$ cat config.mk
export PLATFORM = sky130hd
export DESIGN_NAME = qie_sr_loader
export DESIGN_NICKNAME = d
export VERILOG_FILES = /design/src/rtl/qie_sr_loader.sv
export SDC_FILE = /design/constraint.sdc
export NUM_CORES = 1
export LEC_CHECK = 0
export BUFFER_PORTS_ARGS = -buffer_cell sky130_fd_sc_hd__buf_2
export CAP_MARGIN = 25
export CORE_ASPECT_RATIO = 0.8
export CORE_MARGIN = 3
export CORE_UTILIZATION = 55
export DETAILED_ROUTE_END_ITERATION = 7
export PLACE_DENSITY_LB_ADDON = 0.2
export SYNTH_ARGS = -nofsm -noshare
export SYNTH_HDL_FRONTEND = slang
export SYNTH_SLANG_ARGS = --single-unit
$ cat constraint.sdc
create_clock -name MClk -period 6.39 [get_ports MClk]
set_clock_uncertainty 0.2 [all_clocks]
set_input_delay 0.639 -clock MClk [delete_from_list [all_inputs] [get_ports MClk]]
set_output_delay 0.639 -clock MClk [all_outputs]
set_load 0.05 [all_outputs]
$ cat src/rtl/qie_sr_loader.sv
// qie_sr_loader: serial configuration engine for the twelve QIE10 chips.
// Shifts a parallel word into one chip MSB first (write + load), recirculates
// a chip's register for readback (read), or pulses the shared chip reset.
// Bits shifted out of the selected chip are collected in RdData.
module qie_sr_loader #(
  parameter int SR_LEN  = 96,
  parameter int CLK_DIV = 4
) (
  input  logic              MClk,
  input  logic              BkPln_RST,
  input  logic              Start,
  input  logic [1:0]        Cmd,
  input  logic [3:0]        ChipSel,
  input  logic [SR_LEN-1:0] WrData,
  output logic [SR_LEN-1:0] RdData,
  output logic              Busy,
  output logic              Done,
  output logic              Err,
  output logic              QieAll_SRin,
  output logic              QieAll_SRreset,
  output logic              QieAll_SRread,
  output logic [11:0]       Qie_SRck,
  output logic [11:0]       Qie_SRload,
  input  logic [11:0]       Qie_SRout
);
  localparam int NCHIP = 12;
  localparam int PER   = 2 * CLK_DIV;
  localparam int DW    = (PER > 1) ? $clog2(PER) : 1;
  localparam int BW    = (SR_LEN > 1) ? $clog2(SR_LEN) : 1;
  localparam logic [DW-1:0] PH_RISE  = DW'(CLK_DIV - 1);
  localparam logic [DW-1:0] PH_LAST  = DW'(PER - 1);
  localparam logic [BW-1:0] BIT_LAST = BW'(SR_LEN - 1);

  typedef enum logic [2:0] {IDLE, SHIFT, LOAD, CRST, FIN} state_t;

  state_t            state;
  logic [DW-1:0]     div_cnt;
  logic [BW-1:0]     bit_cnt;
  logic              rd_mode;
  logic [3:0]        sel_q;
  logic [SR_LEN-1:0] wr_sh;

  logic              cmd_ok;
  logic [NCHIP-1:0]  sel_oh;   // latched chip, one-hot
  logic [NCHIP-1:0]  in_oh;    // chip on the ChipSel input, one-hot
  logic              sr_bit;   // selected chip's SRout
  logic              in_bit;   // SRout of the chip being started

  assign cmd_ok = (Cmd != 2'd3) && (ChipSel >= 4'd1) && (ChipSel <= 4'd12);

  for (genvar g = 0; g < NCHIP; g++) begin : g_dec
    assign sel_oh[g] = (sel_q   == 4'(g + 1));
    assign in_oh[g]  = (ChipSel == 4'(g + 1));
  end

  // AND-OR select avoids an out-of-range index when sel_q is 0
  assign sr_bit = |(Qie_SRout & sel_oh);
  assign in_bit = |(Qie_SRout & in_oh);

  // Command FSM; every output is registered
  always_ff @(posedge MClk) begin
    if (BkPln_RST) begin
      state          <= IDLE;
      div_cnt        <= '0;
      bit_cnt        <= '0;
      rd_mode        <= 1'b0;
      sel_q          <= '0;
      wr_sh          <= '0;
      RdData         <= '0;
      Busy           <= 1'b0;
      Done           <= 1'b0;
      Err            <= 1'b0;
      QieAll_SRin    <= 1'b0;
      QieAll_SRreset <= 1'b0;
      QieAll_SRread  <= 1'b0;
      Qie_SRck       <= '0;
      Qie_SRload     <= '0;
    end else begin
      Done <= 1'b0;
      Err  <= 1'b0;
      case (state)
        IDLE: if (Start) begin
          sel_q   <= ChipSel;
          rd_mode <= (Cmd == 2'd1);
          div_cnt <= '0;
          bit_cnt <= '0;
          if (!cmd_ok) begin
            state <= FIN;
            Done  <= 1'b1;
            Err   <= 1'b1;
          end else if (Cmd == 2'd2) begin
            state          <= CRST;
            Busy           <= 1'b1;
            QieAll_SRreset <= 1'b1;
          end else begin
            state         <= SHIFT;
            Busy          <= 1'b1;
            RdData        <= '0;
            wr_sh         <= WrData << 1;
            // read recirculates: the chip's SRout at bit start is the bit it is
            // about to shift out, so feeding it back keeps the contents intact
            QieAll_SRin   <= (Cmd == 2'd1) ? in_bit : WrData[SR_LEN-1];
            QieAll_SRread <= (Cmd == 2'd1);
          end
        end
        SHIFT: begin
          div_cnt <= div_cnt + 1'b1;
          if (div_cnt == PH_RISE) begin
            Qie_SRck <= sel_oh;
            RdData   <= {RdData[SR_LEN-2:0], sr_bit};
          end
          if (div_cnt == PH_LAST) begin
            div_cnt  <= '0;
            Qie_SRck <= '0;
            if (bit_cnt == BIT_LAST) begin
              bit_cnt       <= '0;
              QieAll_SRin   <= 1'b0;
              QieAll_SRread <= 1'b0;
              if (rd_mode) begin
                state <= FIN;
                Busy  <= 1'b0;
                Done  <= 1'b1;
              end else begin
                state      <= LOAD;
                Qie_SRload <= sel_oh;
              end
            end else begin
              bit_cnt     <= bit_cnt + 1'b1;
              QieAll_SRin <= rd_mode ? sr_bit : wr_sh[SR_LEN-1];
              wr_sh       <= wr_sh << 1;
            end
          end
        end
        LOAD: begin
          div_cnt <= div_cnt + 1'b1;
          if (div_cnt == PH_LAST) begin
            div_cnt    <= '0;
            Qie_SRload <= '0;
            state      <= FIN;
            Busy       <= 1'b0;
            Done       <= 1'b1;
          end
        end
        CRST: begin
          div_cnt <= div_cnt + 1'b1;
          if (div_cnt == PH_LAST) begin
            div_cnt        <= '0;
            QieAll_SRreset <= 1'b0;
            state          <= FIN;
            Busy           <= 1'b0;
            Done           <= 1'b1;
          end
        end
        FIN:     state <= IDLE;
        default: state <= IDLE;
      endcase
    end
  end
endmodule

==> results.ini <==
[worst_setup_path]
slowest_stage=buf_12
crit_required_ns=6.61
cp_cell_sequence=ha_1, ha_1, mux2i_1, or3_1, nor3b_4, buf_12, nor2_1, a311oi_2
crit_path_max_fanout=189
crit_type=register to register
cp.arrival_ns=3.57
cpMostUsedCell=ha_1
cp-start-kind=register
cpPeakStageDelay_ns=0.64
end_kind=register

[pwr]
powerDensity_nw_per_um2=299
pwr-share-seq_pct=45.4
peakVddDrop_mv=0.168
power_switching_w=0.00100
combPwrFrac_pct=15.7
clkPwrFrac_pct=38.9
swShare_pct=27.5
power_w=0.00365
p_leak_nw=4.91
power.internal_w=0.00264

[drt]
first_iter_violations=724
routedWlPerCell_um=15.4
routed_wl_mm=24.6
vias_per_cell=5.59
ant_nets=0
drcViolationCount=0
vias=8949
drt_pass1_iterations=6

[timing]
max_slew_margin_pct=32.8
period_share_pct=52.4
setup_viol=0
totalNegativeSetupSlack_ns=0
hold_viol=0
layout_setup_ws_ns=3.04
worst_pin_slew_ns=1.01
max_freq_mhz=299
period_needed_ns=3.35
slew_viol_final=0
rsz0062_at_grt=no

[die]
die-area_sq_um=20400
row_count=44
die_w_um=159
ioPinCount=243
start_util_pct=56.4
fp.dieH_um=128
core_area_sq_um=18300

[placement]
place_congestion=0.820
io_buffers=242
post-place-ws_ns=3.06
dp_hpwl_mm=15.7

[clock_network]
postCtsSetupBuffers=0
cts_sinks=239
clk_latency_ns=0.52
cts_root_buf=clkbuf_16
cts_tree=built
cts_buffer_depth=3
numCtsBuffers=24
h-tree-depth=1
ctsHoldBuffers=0
path_clk_slew_ns=0.06
cts_resized=0

[synthesis]
ys_async_sr_fraction_pct=0
synth_top_area_share_pct=46.4
ys_warn_count=0
yosysSeqAreaShare_pct=46.4
ys_dominant_reg_cell=dfxtp_1
ys_seq_elements=239
synth_edf_count=0
syn-instance-count=1168
synthTopCellsByArea=dfxtp_1 (46%), a311oi_2 (13%), nand2_1 (8.7%), nor2_1 (7.5%), a22oi_1 (7.0%)
syn_nets=1289
synthDistinctLibCells=58
yosysTopAreaCell=dfxtp_1
synth_area_sq_um=10300
synth_area_per_cell_sq_um=8.83

[cells_and_area]
layout-drive-gt1-share_pct=28.7
diodes=0
areaGrowthSynthToFinish_pct=18.5
multiInputGateArea_sq_um=4990
nFillCells=1555
fin_nets=1456
regArea_sq_um=4780

[worst_hold_path]
worstHoldPathType=input pin to register

[run_status]
status=completed

[global_route]
grt_max_degree=190
grt_usage_pct=22.7
grt_pass1_wl_mm=39.8
antenna_found_initial=0
grt_pass1_vias=7947
grt.overflow.total=0

[job]
max_cap_viol_count=0

path summary, 6_finish.rpt:
kind / startpoint / to / slack, ns / depth (start not counted)
setup / recovery: div_cnt[0]$_SDFFE_PP0P_ / wr_sh[26]$_SDFFE_PP0P_ / 3.04 / 8
hold / removal: WrData[3] / wr_sh[4]$_SDFFE_PP0P_ / 0.20 / 3
setup reg to reg: div_cnt[0]$_SDFFE_PP0P_ / wr_sh[26]$_SDFFE_PP0P_ / 3.04 / 8
hold reg to reg: Qie_SRck[0]$_SDFFE_PP0P_ / Qie_SRck[0]$_SDFFE_PP0P_ / 0.25 / 2
sequential cells by signal, indices dropped and copies added (netlist names):
name and count:
QieAll_SRread 1, sel_q 4, div_cnt 3, bit_cnt 7, RdData 96, wr_sh 95, Qie_SRload 12, Done 1
Busy 1, rd_mode 1, Qie_SRck 12, QieAll_SRreset 1, Err 1, QieAll_SRin 1, state 3
per-stage QoR:
step | instances | instance area [sq um] | utilization (%) | hold slack [ns]
global placement | 1562 | 11400 | 62.5 | 0.236
global route | 1602 | 12200 | 66.8 | 0.188
floorplan | 1168 | 10300 | - | 0.245
finish | 1602 | 12200 | 66.8 | 0.202
CTS | 1602 | 12200 | 66.8 | 0.183
detailed placement | 1562 | 11400 | 62.5 | 0.243
metal layers:
metal | up-vias | GRT usage [%] | wire [um]
li1 | 4457 | - | -
met1 | 4189 | 33.1 | 11600
met2 | 271 | 34.7 | 10900
met3 | 32 | 4.96 | 1750
met4 | 0 | 4.89 | 400
met5 | - | 0 | 0
power by group through the flow:
stage / Sequential [W] / Combinational [W] / Clock (W)
after global placement: 0.00168 / 0.000554 / 0
after detailed placement: 0.00168 / 0.000571 / 0
final: 0.00166 / 0.000573 / 0.00142
after CTS: 0.00165 / 0.000573 / 0.00145
after floorplan: 0.00167 / 0.000480 / 0
after global routing: 0.00167 / 0.000636 / 0.00151
cells in the final DEF (no fill, tap or decap), types with 2 or more instances in the layout:
cell type / count
a311oi_2: 90
o211ai_1: 2
ha_1: 4
xor2_1: 3
nor3b_1: 3
nor2_1: 206
buf_2: 241
bufinv_16: 3
or3_1: 12
nor4_1: 4
nand3_1: 13
and3_1: 3
nor4bb_1: 2
clkinv_2: 4
a21oi_1: 40
nand2_1: 239
and2_1: 4
and3b_1: 3
nand3b_1: 5
a21o_1: 2
nor3_1: 11
nand2b_1: 3
or4_1: 2
clkbuf_16: 24
a31oi_1: 3
o31ai_1: 3
dfxtp_1: 239
a22oi_1: 96
o21ai_0: 6
clkbuf_8: 4
or2_2: 3
nor2b_1: 5
mux2i_1: 6
inv_1: 7
a311oi_1: 7
nand4_1: 6
and4b_1: 4
clkbuf_1: 3
buf_4: 8
Yosys cell counts, types with 6 or more instances:
master,number
buf_6,11
a311oi_1,7
clkbuf_1,81
nand4_1,6
nor2_1,206
nor3_1,11
dfxtp_1,239
a311oi_2,90
a22oi_1,96
inv_1,7
a21oi_1,40
buf_2,12
mux2i_1,6
or3_1,12
nand3_1,13
o21ai_0,6
nand2_1,239
critical path: cells and delay by family, from the launching register on:
family,cells,cell delay [ns]
fa+ha+maj,2,0.67
mux,1,0.16
simple gates,3,0.79
compound gates,1,0.29
flops,1,0.35
buf+inv,1,0.64
kinds of logic (layout without fill, tap and decap cells):
| family | after synthesis | count (layout) | synth area share, % |
|---|---|---|---|
| AND/OR/NAND/NOR | 533 | 533 | 21.8 |
| AO/OA/AOI/OAI | 265 | 265 | 24.9 |
| flip-flops | 239 | 239 | 46.4 |
| buffers and inverters | 117 | 298 | 5.43 |
| multiplexers | 6 | 6 | 0.583 |
| adder cells (fa/ha/maj) | 4 | 4 | 0.486 |
| XOR/XNOR | 4 | 4 | 0.340 |
final cells by class:
cell class	instances	area share, %
sequential	239	39.2
clock inverter	10	1.18
inverter	7	0.215
multi-input combinational	812	40.8
clock buffer	30	5.35
tap	253	2.59
timing repair buffer	251	10.6
Note: power is estimated with default switching activity, not from simulation.
